===== config.mk =====
export PLATFORM = sky130hd
export DESIGN_NAME = seg7_multi_counter
export DESIGN_NICKNAME = d
export VERILOG_FILES = /design/src/rtl/seg7_pkg.sv /design/src/rtl/seg7.sv /design/src/rtl/seg7_multi_counter.sv
export SDC_FILE = /design/constraint.sdc
export NUM_CORES = 1
export LEC_CHECK = 0
export CAP_MARGIN = 10
export CORE_MARGIN = 4
export CORE_UTILIZATION = 47
export CTS_CLUSTER_SIZE = 30
export DETAILED_ROUTE_END_ITERATION = 16
export DONT_BUFFER_PORTS = 1
export PLACE_DENSITY = 0.63
export SETUP_SLACK_MARGIN = 0.4
export SLEW_MARGIN = 20
export SYNTH_ARGS = -nofsm -noshare
export SYNTH_HDL_FRONTEND = slang
export SYNTH_SLANG_ARGS = --single-unit

===== constraint.sdc =====
create_clock -name clk -period 2.6 [get_ports clk]
set_clock_uncertainty 0.2 [all_clocks]
set_input_delay 0.52 -clock clk [delete_from_list [all_inputs] [get_ports clk]]
set_output_delay 0.52 -clock clk [all_outputs]
set_load 0.005 [all_outputs]

===== src/rtl/seg7_pkg.sv =====
// Shared BCD digit width, seven-segment patterns (gfedcba, active-high)
// and the single-digit BCD up/down step used by the counter chains.
package seg7_pkg;

   localparam int BCD_W = 4;

   localparam logic [6:0] SEG_0     = 7'h3F;
   localparam logic [6:0] SEG_1     = 7'h06;
   localparam logic [6:0] SEG_2     = 7'h5B;
   localparam logic [6:0] SEG_3     = 7'h4F;
   localparam logic [6:0] SEG_4     = 7'h66;
   localparam logic [6:0] SEG_5     = 7'h6D;
   localparam logic [6:0] SEG_6     = 7'h7D;
   localparam logic [6:0] SEG_7     = 7'h07;
   localparam logic [6:0] SEG_8     = 7'h7F;
   localparam logic [6:0] SEG_9     = 7'h6F;
   localparam logic [6:0] SEG_BLANK = 7'h00;

   typedef struct packed {
      logic             carry;
      logic [BCD_W-1:0] digit;
   } bcd_step_t;

   // carry doubles as borrow when counting down
   function automatic bcd_step_t bcd_next(input logic [BCD_W-1:0] d, input logic up);
      bcd_step_t r;
      if (up) begin
         r.carry = (d >= 4'd9);
         r.digit = r.carry ? 4'd0 : d + 4'd1;
      end else begin
         r.carry = (d == 4'd0);
         r.digit = r.carry ? 4'd9 : d - 4'd1;
      end
      return r;
   endfunction

endpackage


===== src/rtl/seg7.sv =====
// BCD to seven-segment decoder; codes above 9 decode to blank.
module seg7
   import seg7_pkg::*;
(
   input  logic [BCD_W-1:0] bcd_i,
   output logic [6:0]       seg_o
);

   always_comb begin
      seg_o = SEG_BLANK;
      case (bcd_i)
         4'd0:    seg_o = SEG_0;
         4'd1:    seg_o = SEG_1;
         4'd2:    seg_o = SEG_2;
         4'd3:    seg_o = SEG_3;
         4'd4:    seg_o = SEG_4;
         4'd5:    seg_o = SEG_5;
         4'd6:    seg_o = SEG_6;
         4'd7:    seg_o = SEG_7;
         4'd8:    seg_o = SEG_8;
         4'd9:    seg_o = SEG_9;
         default: seg_o = SEG_BLANK;
      endcase
   end

endmodule


===== src/rtl/seg7_multi_counter.sv =====
// N-digit BCD up/down counter with prescaler and multiplexed 7-seg scan.
// Optional leading-zero blanking is enabled by defining SEG7_LZB_EN.
module seg7_multi_counter
   import seg7_pkg::*;
#(
   parameter int MAX_COUNT  = 1000,
   parameter int NUM_DIGITS = 4,
   parameter int SCAN_DIV   = 16
) (
   input  logic                          clk,
   input  logic                          rst_n,
   input  logic                          run_i,
   input  logic                          up_i,
   input  logic                          clr_i,
   input  logic                          load_i,
   input  logic [BCD_W*NUM_DIGITS-1:0]   load_val_i,
   output logic [BCD_W*NUM_DIGITS-1:0]   count_o,
   output logic [6:0]                    seg_o,
   output logic [NUM_DIGITS-1:0]         dig_en_o,
   output logic                          tick_o,
   output logic                          wrap_o
);

   localparam int PW = $clog2(MAX_COUNT + 1);
   localparam int SW = (SCAN_DIV > 1) ? $clog2(SCAN_DIV) : 1;
   localparam int IW = (NUM_DIGITS > 1) ? $clog2(NUM_DIGITS) : 1;

   logic [PW-1:0]                        pre_q, pre_d;
   logic [NUM_DIGITS-1:0][BCD_W-1:0]     digit_q, digit_d;
   logic                                 tick_q, tick_d, wrap_q, wrap_d;
   logic [SW-1:0]                        scan_cnt_q, scan_cnt_d;
   logic [IW-1:0]                        scan_idx_q, scan_idx_d;
   logic [NUM_DIGITS-1:0]                dig_en_q, dig_en_d;
   logic [6:0]                           seg_q, seg_d, seg_dec;
   logic [BCD_W-1:0]                     scan_digit, nib;
   logic                                 carry;
   bcd_step_t                            step;

   always_comb begin
      digit_d = digit_q;
      pre_d   = pre_q;
      tick_d  = 1'b0;
      wrap_d  = 1'b0;
      carry   = 1'b1;
      step    = '0;
      nib     = '0;
      if (clr_i) begin
         digit_d = '0;
         pre_d   = '0;
      end else if (load_i) begin
         pre_d = '0;
         for (int i = 0; i < NUM_DIGITS; i++) begin
            nib        = load_val_i[i*BCD_W +: BCD_W];
            digit_d[i] = (nib > 4'd9) ? 4'd9 : nib;
         end
      end else if (run_i) begin
         if (pre_q == PW'(MAX_COUNT)) begin
            pre_d  = '0;
            tick_d = 1'b1;
            // ripple: a digit only steps while every lower digit carried
            for (int i = 0; i < NUM_DIGITS; i++) begin
               if (carry) begin
                  step       = bcd_next(digit_q[i], up_i);
                  digit_d[i] = step.digit;
                  carry      = step.carry;
               end
            end
            wrap_d = carry;
         end else begin
            pre_d = pre_q + 1'b1;
         end
      end
   end

   always_comb begin
      scan_cnt_d = scan_cnt_q + 1'b1;
      scan_idx_d = scan_idx_q;
      if (scan_cnt_q == SW'(SCAN_DIV - 1)) begin
         scan_cnt_d = '0;
         scan_idx_d = (scan_idx_q == IW'(NUM_DIGITS - 1)) ? '0 : scan_idx_q + 1'b1;
      end
      dig_en_d = NUM_DIGITS'(1) << scan_idx_q;
   end

   assign scan_digit = digit_q[scan_idx_q];

   seg7 u_seg7 (
      .bcd_i (scan_digit),
      .seg_o (seg_dec)
   );

`ifdef SEG7_LZB_EN
   logic [NUM_DIGITS-1:0] lz;

   // lz[i]: digit i and every digit above it are zero
   always_comb begin
      lz = '0;
      for (int i = 0; i < NUM_DIGITS; i++) lz[i] = ((digit_q >> (BCD_W*i)) == '0);
   end

   assign seg_d = ((scan_idx_q != '0) && lz[scan_idx_q]) ? SEG_BLANK : seg_dec;
`else
   assign seg_d = seg_dec;
`endif

   always_ff @(posedge clk or negedge rst_n) begin
      if (!rst_n) begin
         pre_q      <= '0;
         digit_q    <= '0;
         tick_q     <= 1'b0;
         wrap_q     <= 1'b0;
         scan_cnt_q <= '0;
         scan_idx_q <= '0;
         dig_en_q   <= '0;
         seg_q      <= '0;
      end else begin
         pre_q      <= pre_d;
         digit_q    <= digit_d;
         tick_q     <= tick_d;
         wrap_q     <= wrap_d;
         scan_cnt_q <= scan_cnt_d;
         scan_idx_q <= scan_idx_d;
         dig_en_q   <= dig_en_d;
         seg_q      <= seg_d;
      end
   end

   assign count_o  = digit_q;
   assign seg_o    = seg_q;
   assign dig_en_o = dig_en_q;
   assign tick_o   = tick_q;
   assign wrap_o   = wrap_q;

endmodule


==> flow_summary.json <==
{
  "yosysWarnings": 0,
  "die_h_um": 91.0,
  "grt_max_degree": 46,
  "peakVddDrop_uv": 270,
  "antenna_found_initial": 0,
  "critPathMaxStageDelay_ns": 0.50,
  "synthDistinctLibCells": 69,
  "synth_top_area_share_pct": 34.8,
  "setup.worst_path.class": "reg2reg",
  "clock_latency_ns": 0.30,
  "core_area_um2": 6530,
  "grt_pass1_vias": 2550,
  "hold_end": "count_o[3]",
  "routedWlPerCell_um": 17.3,
  "route.detailed.drc": 0,
  "io_buffer_count": 0,
  "power.density_nw_per_um2": 464,
  "vias": 2637,
  "endpoint_kind": "flop",
  "seqCellArea_um2": 1130,
  "cp_max_fo": 8,
  "min_path_cells": 1,
  "fmax_ghz": 0.452,
  "ys_top_cells_by_area": "dfrtp_1 35%, ha_1 10%, o21ai_0 3.9%",
  "row_count": 29,
  "final_common_cell": "dfrtp_1",
  "clock_sinks": 45,
  "dieArea_um2": 8280,
  "ys_seq_area_share_pct": 34.8,
  "die_x_um": 91.0,
  "gp_congestion": 0.902,
  "maxCapViolations": 0,
  "p_leak_nw": 1.53,
  "synth_nets": 399,
  "top_level_ports": 51,
  "start_util_pct": 49.6,
  "crit_family": "simple AND/OR/NAND/NOR gates",
  "hold_class": "in2reg",
  "via_per_inst": 6.01,
  "drt-total-wl_um": 7590,
  "layout_setup_ws_ns": 0.390,
  "netlist_area_um2": 3240,
  "synth_ff_type": "dfrtp_1",
  "synthCells": 351,
  "avgSynthCellArea_um2": 9.22,
  "rsz0062_at_grt": "true",
  "finalHoldViolCount": 0,
  "grt_pass1_wl_um": 12700,
  "drt_iter0_markers": 168,
  "setup_tns_ns": 0,
  "worstReg2RegEnd": "count_o[13]",
  "cts_tree": "yes",
  "place_ws_ns": 0.289,
  "root_buffer": "clkbuf_8",
  "finalSetupViolations": 0,
  "path_buf_inv": 1,
  "grt_use_total_pct": 18.7,
  "status": "finished, final reports clean",
  "r2r_slack_ns": 0.39,
  "yosysTopAreaCell": "dfrtp_1",
  "crit_path_start_kind": "flop",
  "numCtsBuffers": 5,
  "synth_edf_count": 0,
  "path_cells": "inv_4, ha_4, or3b_4, a22o_2, nand4_4, nand2b_4, mux2_4",
  "cp_slowest_cell": "dfrtp_2",
  "slew_headroom_pct": 66.8,
  "dr.pass1.iters": 4,
  "async_reset_ff_share_pct": 100,
  "antenna_cells": 0,
  "reg2reg_from": "count_o[8]",
  "syn2layout_area_growth_pct": 11.8,
  "cts.reportedPaths.clkPinSlew_ns": 0.09,
  "worstMarginPinSlew_ns": 0.498,
  "finalPower_mw": 1.68,
  "ys_seq_elements": 45,
  "antenna_left": 0,
  "slew_violations": 0,
  "hp-start": "clr_i",
  "period_minus_slack_ns": 2.21,
  "drive_above_1_share_pct": 19.9,
  "final_cell_mix": "40 x dfrtp_1, 30 x nor2_1, 27 x inv_1",
  "worstPathRequired_ns": 2.59,
  "nFillCells": 588,
  "grt_remaining_overflow": 0,
  "multi_input_area_um2": 1980,
  "clock_path_buffers": 2,
  "dp_hpwl_um": 5370,
  "nets": 410,
  "fin_crit_sh_pct": 85.0,
  "worst_ep_arrival_time_ns": 2.20,
  "h-tree-depth": 2,
  "worstRegToRegCells": 7
}
-- metrics by stage --
step	cells	area, µm²	util (%)	hold WS [ns]
2_1_floorplan	351	3270	-	0.0244
3_5_place_dp	421	3350	51.4	0.0260
4_1_cts	433	3520	53.9	0.0561
6_report	439	3620	55.4	0.0742
5_1_grt	439	3620	55.4	0.0603
3_3_place_gp	421	3350	51.4	0.0259
-- where the power goes --
part	switching (mW)	internal, mW
registers	0.0563	0.740
clock network	0.230	0.210
logic	0.232	0.210
total	0.519	1.16
-- worst register-to-register path: stages, from the launching register on --
cell and delay, ns:
dfrtp_2 0.50, inv_4 0.11, ha_4 0.17, or3b_4 0.40, a22o_2 0.27, nand4_4 0.10
nand2b_4 0.07, mux2_4 0.29
-- synth_stat cells, types with 5 or more instances --
cell type  count
a21oi_1       19
a31oi_1        7
clkbuf_1      11
dfrtp_1       45
ha_1          26
inv_1         31
nand2_1       26
nand3_1        7
nor2_1        30
nor3_1         7
o21ai_0       25
o21bai_1       5
o31ai_1        6
xnor2_1        7
xor2_1         7
-- cell families (layout without fill, tap and decap cells) --
family,count (synthesis),count (layout),synth area share [%]
muxes,8,8,4.37
buffers and inverters,50,61,6.46
AOI/OAI and AO/OA,96,96,20.4
and+or+nand+nor,112,112,20.1
DFF,45,45,34.8
adders and majority gates,26,26,10.1
xor gates and xnor gates,14,14,3.79
-- routing by layer --
| metal | GRT usage, % | wire [µm] | vias to the layer above |
|---|---|---|---|
| met2 | 29.4 | 3450 | 90 |
| met5 | 0 | 0 | - |
| met3 | 4.05 | 496 | 7 |
| met1 | 25.7 | 3560 | 1249 |
| li1 | - | - | 1291 |
| met4 | 6.16 | 82 | 0 |
-- layout make-up --
| class | instances | share of cell area [%] |
|---|---|---|
| Tap cell | 77 | 2.66 |
| Multi-Input combinational cell | 256 | 54.8 |
| Clock inverter | 1 | 0.207 |
| Inverter | 32 | 3.39 |
| Sequential cell | 45 | 31.3 |
| Timing Repair Buffer | 22 | 5.36 |
| Clock buffer | 6 | 2.28 |
-- worst max-delay path by stage --
stage / end / depth (start not counted) / slack [ns] / startpoint
2_1_floorplan: count_o[13] / 7 / 0.41 / count_o[1]
3_3_place_gp: count_o[13] / 7 / 0.33 / count_o[8]
3_5_place_dp: count_o[13] / 7 / 0.29 / count_o[8]
4_1_cts: count_o[11] / 6 / 0.36 / count_o[0]
5_1_grt: count_o[13] / 8 / 0.34 / pre_q[0]
6_report: count_o[13] / 7 / 0.39 / count_o[8]
-- flip-flops by register name, summed over array words and instances (netlist names) --
| name | flops |
|---|---|
| wrap_o | 1 |
| pre_q | 10 |
| seg_o | 7 |
| scan_idx_q | 2 |
| count_o | 16 |
| tick_o | 1 |
| scan_cnt_q | 4 |
| dig_en_o | 4 |
-- timing repair --
action,4_1_cts,5_1_grt
endpoints found under the setup margin,3,21
endpoints found under the hold margin,45,0
resized for setup,5,13
hold buffers,2,0
pin swaps,2,4
buffers inserted,3,6
No activity file was read; power rests on OpenSTA's default activity.
